**src/rtl/solver_pkg.sv**
```systemverilog
// Shared types for the line-solver work queue: entry layout and queue FSM states.
package solver_pkg;
  localparam int SIZE       = 3;
  localparam int ENTRY_W    = SIZE + 1;
  localparam int MARKER_BIT = SIZE;

  typedef enum logic [1:0] {
    ST_LOAD  = 2'd0,
    ST_RUN   = 2'd1,
    ST_STUCK = 2'd2,
    ST_DONE  = 2'd3
  } q_state_t;

  typedef struct packed {
    logic            marker;
    logic [SIZE-1:0] data;
  } entry_t;
endpackage

```
**src/rtl/oq_ring.sv**
```systemverilog
// Circular entry store with one read port and two ordered write ports.
// Port 0 lands at tail, port 1 right behind it; writes while full are dropped and flagged.
module oq_ring #(
  parameter int W     = 4,
  parameter int DEPTH = 64
) (
  input  logic                     clk,
  input  logic                     rst,
  input  logic                     wr0_en,
  input  logic [W-1:0]             wr0_data,
  input  logic                     wr1_en,
  input  logic [W-1:0]             wr1_data,
  input  logic                     rd_en,
  output logic [W-1:0]             rd_data,
  output logic [$clog2(DEPTH):0]   count,
  output logic                     overflow
);
  localparam int AW = $clog2(DEPTH);
  localparam int CW = AW + 1;

  logic [W-1:0]  mem [DEPTH];
  logic [AW-1:0] head;
  logic [AW-1:0] tail;
  logic [AW-1:0] wr1_addr;
  logic          acc0;
  logic          acc1;
  logic          rd_ok;
  logic          ovf_set;

  always_comb begin
    acc0     = wr0_en && (count != CW'(DEPTH));
    acc1     = wr1_en && ((count + CW'(acc0)) != CW'(DEPTH));
    rd_ok    = rd_en && (count != '0);
    wr1_addr = tail + AW'(acc0);
    ovf_set  = (wr0_en && !acc0) || (wr1_en && !acc1);
  end

  // Freed slots from a same-edge read are not reusable until the next edge.
  always_ff @(posedge clk) begin
    if (rst) begin
      head     <= '0;
      tail     <= '0;
      count    <= '0;
      overflow <= 1'b0;
    end else begin
      head     <= head + AW'(rd_ok);
      tail     <= tail + AW'(acc0) + AW'(acc1);
      count    <= count + CW'(acc0) + CW'(acc1) - CW'(rd_ok);
      overflow <= overflow | ovf_set;
    end
  end

  always_ff @(posedge clk) begin
    if (acc0) mem[tail] <= wr0_data;
    if (acc1) mem[wr1_addr] <= wr1_data;
  end

  assign rd_data = (count != '0) ? mem[head] : '0;
endmodule

```
**src/rtl/option_queue.sv**
```systemverilog
// Round-robin work queue for the line solver: loads entries, streams them out,
// recycles markers and kept options, and detects a sweep with no eliminations.
module option_queue
  import solver_pkg::*;
#(
  parameter int SIZE      = solver_pkg::SIZE,
  parameter int DEPTH     = 64,
  parameter int NUM_LINES = 2 * SIZE
) (
  input  logic                         clk,
  input  logic                         rst,
  input  logic                         load_valid,
  input  logic [SIZE:0]                load_entry,
  input  logic                         load_done,
  output logic                         out_valid,
  output logic [SIZE:0]                out_entry,
  input  logic                         out_ready,
  input  logic                         verdict_valid,
  input  logic                         verdict_keep,
  input  logic [SIZE-1:0]              verdict_data,
  input  logic                         solved,
  output logic [$clog2(DEPTH):0]       count,
  output logic                         stuck,
  output logic                         done,
  output logic                         overflow,
  output q_state_t                     state,
  output logic [$clog2(NUM_LINES):0]   sweep
);
  localparam int SW = $clog2(NUM_LINES) + 1;

  q_state_t      state_q, state_d;
  logic [SW-1:0] sweep_q, sweep_d, sweep_inc;
  logic          pop, marker_pop, drop;
  logic          wr0_en;
  logic [SIZE:0] wr0_data;

  oq_ring #(.W(SIZE + 1), .DEPTH(DEPTH)) u_ring (
    .clk      (clk),
    .rst      (rst),
    .wr0_en   (wr0_en),
    .wr0_data (wr0_data),
    .wr1_en   (marker_pop),
    .wr1_data (out_entry),
    .rd_en    (pop),
    .rd_data  (out_entry),
    .count    (count),
    .overflow (overflow)
  );

  // Handshake: the head transfers on any edge where out_valid && out_ready;
  // out_entry is the head itself, so a new head is presented with no bubble.
  always_comb begin
    out_valid  = (state_q == ST_RUN) && (count != '0);
    pop        = out_valid && out_ready;
    marker_pop = pop && out_entry[SIZE];
    drop       = (state_q == ST_RUN) && verdict_valid && !verdict_keep;
    wr0_en     = 1'b0;
    wr0_data   = '0;
    case (state_q)
      ST_LOAD: begin
        wr0_en   = load_valid;
        wr0_data = load_entry;
      end
      ST_RUN: begin
        wr0_en   = verdict_valid && verdict_keep;
        wr0_data = {1'b0, verdict_data};
      end
      default: ;
    endcase

    sweep_inc = sweep_q + SW'(1);
    sweep_d   = sweep_q;
    if (drop)            sweep_d = marker_pop ? SW'(1) : '0;
    else if (marker_pop) sweep_d = sweep_inc;

    state_d = state_q;
    case (state_q)
      ST_LOAD:  if (load_done) state_d = ST_RUN;
      ST_RUN: begin
        if (solved) state_d = ST_DONE;
        else if (marker_pop && !drop && sweep_inc == SW'(NUM_LINES)) state_d = ST_STUCK;
      end
      ST_STUCK: if (solved) state_d = ST_DONE;
      default:  state_d = state_q;
    endcase
  end

  always_ff @(posedge clk) begin
    if (rst) begin
      state_q <= ST_LOAD;
      sweep_q <= '0;
    end else begin
      state_q <= state_d;
      sweep_q <= sweep_d;
    end
  end

  assign state = state_q;
  assign sweep = sweep_q;
  assign stuck = (state_q == ST_STUCK);
  assign done  = (state_q == ST_DONE);
endmodule

```
**config.mk**
```make
export PLATFORM = sky130hd
export DESIGN_NAME = option_queue
export DESIGN_NICKNAME = d
export VERILOG_FILES = /design/src/rtl/solver_pkg.sv /design/src/rtl/oq_ring.sv /design/src/rtl/option_queue.sv
export SDC_FILE = /design/constraint.sdc
export NUM_CORES = 1
export LEC_CHECK = 0
export CORE_ASPECT_RATIO = 1.4
export CORE_MARGIN = 10
export CORE_UTILIZATION = 50
export CTS_CLUSTER_DIAMETER = 50
export DETAILED_ROUTE_END_ITERATION = 7
export GPL_TIMING_DRIVEN = 0
export PLACE_DENSITY = 0.67
export SYNTH_ARGS = -nofsm -noshare
export SYNTH_HDL_FRONTEND = slang
export SYNTH_SLANG_ARGS = --single-unit
```
**constraint.sdc**
```tcl
create_clock -name clk -period 6.3 [get_ports clk]
set_clock_uncertainty 0.2 [all_clocks]
set_input_delay 1.89 -clock clk [delete_from_list [all_inputs] [get_ports clk]]
set_output_delay 1.89 -clock clk [all_outputs]
set_load 0.005 [all_outputs]
```
# --- Word-level counts from Yosys, hierarchy flattened ---
# Memory sizes are Yosys's and may differ from the RTL's. A register that Yosys moved wholly into a read port is not among the register bits.
# Cells that the tools add are included.
word_totals:
  register_bits: 26
  ram_bits: 256
  inputBits: 15
  output_inout_bits: 21
  wordCells: 63
  n_memories: 1
op_classes:
  addsub: 7
  n_eq_ne: 9
  n_mux: 16
  n_bitwise: 1
  n_reduce_logical: 23
mem_list:
  columns: ["memory", "depth", "word_bits", "rd", "rd_clocked_by_memory_dff", "wr", "line", "source"]
  rows:
  - ["u_ring.mem", 64, 4, 1, 1, 2, "oq_ring.sv:21", "logic [W-1:0] mem [DEPTH];"]
op_table:
  columns: ["operator", "n"]
  rows:
  - ["adder 6 x 1 -> 6 bit", 3]
  - ["adder 7 x 1 -> 7 bit", 2]
  - ["!= test 7 bit, second input constant", 2]
  - ["logical AND 1 bit", 13]
  - ["two-way mux 4 bit", 3]
  - ["two-way mux 2 bit", 4]
  - ["case mux 4 bit (2 select lines)", 1]
  - ["nonzero test 7 bit", 1]
  - ["subtractor 7 x 1 -> 7 bit", 1]
  - ["two-way mux 6 bit", 1]
  - ["case mux 2 bit (3 select lines)", 1]
  - ["two-way mux 1 bit", 5]
  - ["adder 4 x 1 -> 4 bit, second input constant", 1]
  - ["equality test 2 bit, second input constant", 2]
  - ["equality test 4 x 3 -> 1 bit, second input constant", 1]
  - ["logical NOT 1 bit", 4]
  - ["!= test 2 bit, second input constant", 2]
  - ["AND reduction 4 bit", 1]
  - ["!= test 3 x 2 -> 1 bit, second input constant", 1]
  - ["nonzero test 3 bit", 1]
  - ["equality test 2 x 1 -> 1 bit, second input constant", 1]
  - ["logical NOT 2 bit", 1]
  - ["case mux 1 bit (2 select lines)", 1]
  - ["nonzero test 2 bit", 1]
  - ["2 further kinds", 2]

# --- Longest topological paths before layout ---
logic_depth:
  ltp_word: 10
  depth_mapped: 23
  depth_no_buf: 22

# --- Modules after synthesis ---
# From an unflattened synthesis, not the netlist that was laid out.
unflattened:
  hier_cells: 1131
  hier_area_um2: 15845.2
by_module_without_submodules:
  columns: ["module", "n_inst", "cells_per_inst", "area_per_inst_um2", "seq_area_each_um2"]
  rows:
  - ["oq_ring", 1, 1072, 15341.0, 8087.8]
  - ["option_queue", 1, 59, 504.2, 120.1]

# --- Least setup slack after synthesis ---
# No wires, ideal clock.
synth_path:
  path_kind: "input to register"
  start: "input port verdict_valid"
  end: "register u_ring.count[6]"
  setup_time_ns: 0.071
  t_arrival_ns: 5.709
  required_time_ns: 6.029
  path_slack_ns: 0.321
  path_stages: 19
  path_buffers: 0
  path_cell_list: "a32o_1 -> a21boi_1 -> ha_1 -> nand3_1 -> xor2_1 -> ha_1 -> nand3_1 -> a211oi_1 -> or3_1 -> ha_1 -> inv_1 -> ha_1 -> fa_1 -> a21oi_1 -> o21bai_1 -> a21oi_1 -> nor2_1 -> or3_1 -> a21oi_1"
synth_between:
  elab_chain_cells: 8
synth_lines:
  columns: ["element", "line", "source"]
  rows:
  - ["from (decl)", "option_queue.sv:18", "input logic verdict_valid,"]
  - ["logical AND 1 bit (*)", "option_queue.sv:65", "wr0_en = verdict_valid && verdict_keep;"]
  - ["case mux 1 bit (2 select lines) (*)", "option_queue.sv:59", "case (state_q)"]
  - ["logical AND 1 bit (*)", "oq_ring.sv:31", "acc0 = wr0_en && (count != CW'(DEPTH));"]
  - ["adder 7 x 1 -> 7 bit (*)", "oq_ring.sv:32, oq_ring.sv:48", null]
  - ["!= test 7 bit", "oq_ring.sv:32", "acc1 = wr1_en && ((count + CW'(acc0)) != CW'(DEPTH));"]
  - ["logical AND 1 bit", "oq_ring.sv:32", null]
  - ["adder 7 x 1 -> 7 bit (*)", "oq_ring.sv:48", "count <= count + CW'(acc0) + CW'(acc1) - CW'(rd_ok);"]
  - ["subtractor 7 x 1 -> 7 bit (*)", "oq_ring.sv:48", null]
  - ["to (signal assigned)", "oq_ring.sv:48", null]
  - ["to (decl)", "oq_ring.sv:15", "output logic [$clog2(DEPTH):0] count,"]
# Every way passes the cells marked *; elsewhere a longest branch is shown, timed or not.
# A chain may end at the register's enable or synchronous reset.

==> results by stage <==
Pwr:
- Cell internal power was estimated by the tool at 4.53 mW.
- The analysis attributes to net switching a power of 2.89 mW.
- The power share of the combinational group is 41.8%.
- The power density over the cells is 428 mW/mm2.
- IR analysis of the VDD net gives a maximum drop of 0.355 mV.
- The proportion of power drawn by flip-flops and latches is 32.4%.
- The analysis attributes to cell leakage a power of 6.64 nW.
- The switching part of the total is 38.9%.
- The clock network accounts for 25.8% of the total power.

Flow run:
- Max-cap violations in this run came to 0.

Synthesis:
- The synthesized design spends more area on one cell type than any other, namely sky130_fd_sc_hd__edfxtp_1.
- For this run, asynchronously set or reset flops after synthesis account for 0%.
- Counting flops and latches in the post-synthesis netlist gives 282.
- The primary flip-flop cell chosen by synthesis mapping is sky130_fd_sc_hd__edfxtp_1.
- The synthesized instance count is 1158.
- By area the synthesized netlist is led by sky130_fd_sc_hd__edfxtp_1 50%, sky130_fd_sc_hd__mux2i_1 13%, sky130_fd_sc_hd__mux4_2 10%.
- The sequential fraction of the synthesis area is 53.6%.
- The synthesized cell area is 0.0153 mm2.
- After synthesis, the mean cell area works out to 13.2 um2.
- The number of different library cells used by synthesis comes to 55.
- Counting flops with a built-in enable in the synthesized netlist gives 256.
- For this run, the number of Yosys warnings is 0.
- After synthesis, the largest area contributor takes up 50.2% of total cell area.
- When the netlist entered floorplanning its net count stood at 1198.

Clocking:
- For this design, the sink count on the clock tree is 282.
- Clock tree synthesis selected as its root buffer the cell sky130_fd_sc_hd__clkbuf_16.
- The clock tree buffer depth is 3.
- In this run the number of H-tree levels came out at 1.
- After clock tree synthesis, the flow added hold-fix buffers numbering 0.
- TritonCTS built the clock tree.
- After clock tree synthesis, the clock-pin slew on the worst setup and hold paths is 0.06 ns.
- The clock network latency to the later pin of the worst-skew pair is 0.60 ns.
- The total CTS buffers is 30.

Route:
- The count of nets left with antenna violations once routing finished came out at 0.
- After detailed routing, the number of remaining DRC violations is 0.
- The final route contains 10.8k vias.
- The number of DRC violations after detailed-routing iteration 0 is 1121.
- After detailed routing, the average wire length per cell comes to 30.2 um.
- The vias per cell is 6.60.
- The routed wire length is 49500 um.
- The number of optimization iterations in the first detailed-route pass is 6.

Floorplanning:
- The number of top-level design ports is 36.
- The starting density of the core is 50.8%.
- The vertical die dimension is 227 um.
- In this run the core area contains 75 standard-cell rows.
- The floorplan step defined a core boundary enclosing 0.0301 mm2.
- The die covers 0.0381 mm2.
- From left edge to right edge, the die measures 168 um.

Status:
- The flow ran to the end, and the final reports show no timing, DRC or antenna violations.

Setup path:
- The critical path goes through buf_6 > buf_4 > buf_4 > mux4_2 > mux4_2 > mux2i_1 > nor2_1 > a21oi_1 > buf_4 > buf_6 > inv_1 > clkdlybuf4s50_1.
- The endpoint identified for the worst register-to-register timing path is u_ring.mem[57][3].
- For flop-to-flop paths, the worst setup slack is 1.00 ns.
- STA classifies the critical path startpoint as a register.
- The kind of end point of the critical path is a primary output.
- The worst setup path is of the reg2out kind.
- The number of cells on the worst reg-to-reg path is 14.
- Along the worst path, the maximum fanout reaches 10.
- The critical path startpoint is u_ring.head[1].
- The worst flop-to-flop path startpoint is state[0].
- At the worst endpoint, the required time is 4.21 ns.
- Counting stages on the worst path, the most repeated cell is sky130_fd_sc_hd__buf_4.
- STA puts the critical path data arrival time at 4.14 ns.
- The library cell contributing the largest single delay on the critical path is sky130_fd_sc_hd__mux4_2.
- The critical path's largest stage delay is 0.50 ns.

Global route:
- For this run, global-route usage on met2 was measured as 43.3%.
- The maximum number of pins on one net before global-route repair is 20.
- The first global-routing pass estimated 71900 um of wire.
- Summed over all layers, the global routing overflow is 0.
- The initial antenna violation count came to 1.
- Global routing used 30.0% of the available met1 tracks.
- The overall global routing resource usage is 25.3%.
- The routing layer with the top usage in global route is met2.
- The number of global-route vias before repair is 10.8k.
- Global routing used 3.68% of the available met3 tracks.

Layout:
- Cells with a size suffix above 1 make up 16.5% of the layout.
- The end-of-flow core utilization is 57.6%.
- The count of cells in the finished layout, fillers not included, comes to 1636.
- The number of diodes is 0.
- The signed area change from the synthesized netlist to the final layout is 13.3%.
- The final-stage net count is 1267.

Placed design:
- The count of port buffers added during placement is 35.
- Detailed placement ended at an HPWL of 36200 um.
- At the end of routability-driven placement, the weighted congestion stood at 1.04.
- In this run, placement finished with an instance count of 1578.
- The setup slack after placement is -1.19 ns.

STA:
- In the finished design, the share of the clock period the worst path needs comes to 98.9%.
- The maximum operating frequency is 160 MHz.
- The number of hold-slack violations in the final timing report is 0.
- The normalized max-slew margin is 0.101%.
- The final worst-path setup slack is 0.0689 ns.
- The count of final max-slew check failures is 0.
- The pin slew with the least headroom to its limit is 1.50 ns.
- Setup violations remaining at the end of the flow were counted as 0.
- The clock period minus final worst setup slack is 6.23 ns.

Min path:
- The hold path startpoint is u_ring.overflow.
- The path class of the tightest hold or removal check is reg2reg.
- The worst hold path terminates at u_ring.overflow.
- The worst hold path passes through 2 cells.
[stage by stage]
stage | power, mW | TNS [ns] | area, um2 | hold slack, ns
finish | 7.42 | 0 | 17300 | 0.338
global route | 7.67 | -0.0229 | 17300 | 0.387
CTS | 7.30 | 0 | 17300 | 0.343
detailed placement | 5.41 | -173.20 | 16200 | 0.329
global placement | 5.34 | -143.63 | 16100 | 0.308
floorplan | 4.26 | 0 | 15300 | 0.313
[final cells by class]
type	count	area (um2)
buffer	106	622
clock buffer	33	783
clock inverter	23	282
fill	2474	12800
inverter	18	67.6
multi-input combinational	750	6510
sequential	282	8210
tap	385	482
timing repair buffer	39	393
[worst max path at each step]
stage	to	slack [ns]	depth (start not counted)
3_5_place_dp	u_ring.count[6]	-1.19	20
4_1_cts	u_ring.count[6]	0.04	21
2_1_floorplan	u_ring.count[6]	0.32	19
5_1_grt	u_ring.count[6]	-0.02	21
6_report	out_entry[1]	0.07	12
3_3_place_gp	u_ring.count[6]	-1.13	20
[what timing repair did]
item,4_1_cts,5_1_grt
pin swaps,0,1
resized for setup,17,9
setup endpoints to repair,83,28
buffers inserted,0,4
[layer usage]
layer | wire [um] | vias up
li1 | - | 4597
met1 | 18200 | 5493
met2 | 24700 | 563
met3 | 3610 | 137
met4 | 2890 | 2
met5 | 9 | -
[cells by family after synthesis]
group,synth area share [%]
AOI/OAI and AO/OA,5.03
xor gates and xnor gates,1.49
adders and majority gates,2.09
buffers and inverters,4.27
DFF,53.6
muxes,24.3
and+or+nand+nor,9.24
[sequential cells by signal (all words and copies together) (netlist names)]
| signal | flops |
|---|---|
| u_ring.mem | 256 |
| u_ring.count | 7 |
| u_ring.head | 6 |
| u_ring.tail | 6 |
| sweep | 4 |
| state | 2 |
| u_ring.overflow | 1 |
[layout by cell type (no fill, tap or decap), types with 6 or more instances in the layout]
master and n:
sky130_fd_sc_hd__nor2b_1 13, sky130_fd_sc_hd__xor2_1 9, sky130_fd_sc_hd__mux2i_1 197, sky130_fd_sc_hd__nand2b_1 8
sky130_fd_sc_hd__buf_2 13, sky130_fd_sc_hd__mux2_2 19, sky130_fd_sc_hd__nor2_1 55, sky130_fd_sc_hd__nand4_1 24
sky130_fd_sc_hd__o22ai_1 32, sky130_fd_sc_hd__buf_6 14, sky130_fd_sc_hd__a21oi_1 12, sky130_fd_sc_hd__dfxtp_1 25
sky130_fd_sc_hd__nor3_1 9, sky130_fd_sc_hd__clkbuf_16 31, sky130_fd_sc_hd__nand3b_1 6, sky130_fd_sc_hd__xnor2_1 14
sky130_fd_sc_hd__nand2_1 75, sky130_fd_sc_hd__edfxtp_1 256, sky130_fd_sc_hd__mux4_2 68, sky130_fd_sc_hd__nand3_1 56
sky130_fd_sc_hd__buf_4 14, sky130_fd_sc_hd__clkbuf_1 57, sky130_fd_sc_hd__clkdlybuf4s50_1 35, sky130_fd_sc_hd__or2_2 6
sky130_fd_sc_hd__o21ai_0 59, sky130_fd_sc_hd__ha_1 24, sky130_fd_sc_hd__inv_1 17
[critical path: cells and delay by family (launching register included)]
family                 cells  cell delay [ns]
buffers and inverters      7             1.73
multiplexers               3             1.11
flip-flops                 1             0.49
AO/OA/AOI/OAI              1             0.15
AND/OR/NAND/NOR            1             0.07
[power by group through the flow]
stage	registers, mW	clock network [mW]	logic (mW)
2_1_floorplan	2.42	0	1.84
3_3_place_gp	2.43	0	2.91
3_5_place_dp	2.44	0	2.97
4_1_cts	2.40	1.92	2.99
5_1_grt	2.41	1.99	3.27
6_report	2.40	1.92	3.10
[synthesized netlist by cell type, drive strengths merged (2+ instances only)]
master	instances
nor4b	2
o2111ai	2
o31ai	2
a21o	3
or3b	2
mux4	68
a21oi	12
inv	18
o21ai	60
o311ai	2
xor2	11
mux2i	197
o21bai	3
or2	7
xnor2	15
a22oi	3
edfxtp	256
nand4	24
nand2	75
and4	5
o22ai	32
or3	5
nor2b	13
nand2b	8
nand3	56
buf	49
dfxtp	26
nand3b	6
ha	24
nor4	4
and2	2
and3	5
clkbuf	59
a211oi	3
mux2	19
nor3	12
a31oi	4
nor2	55
No activity file was read; power rests on OpenSTA's default activity.
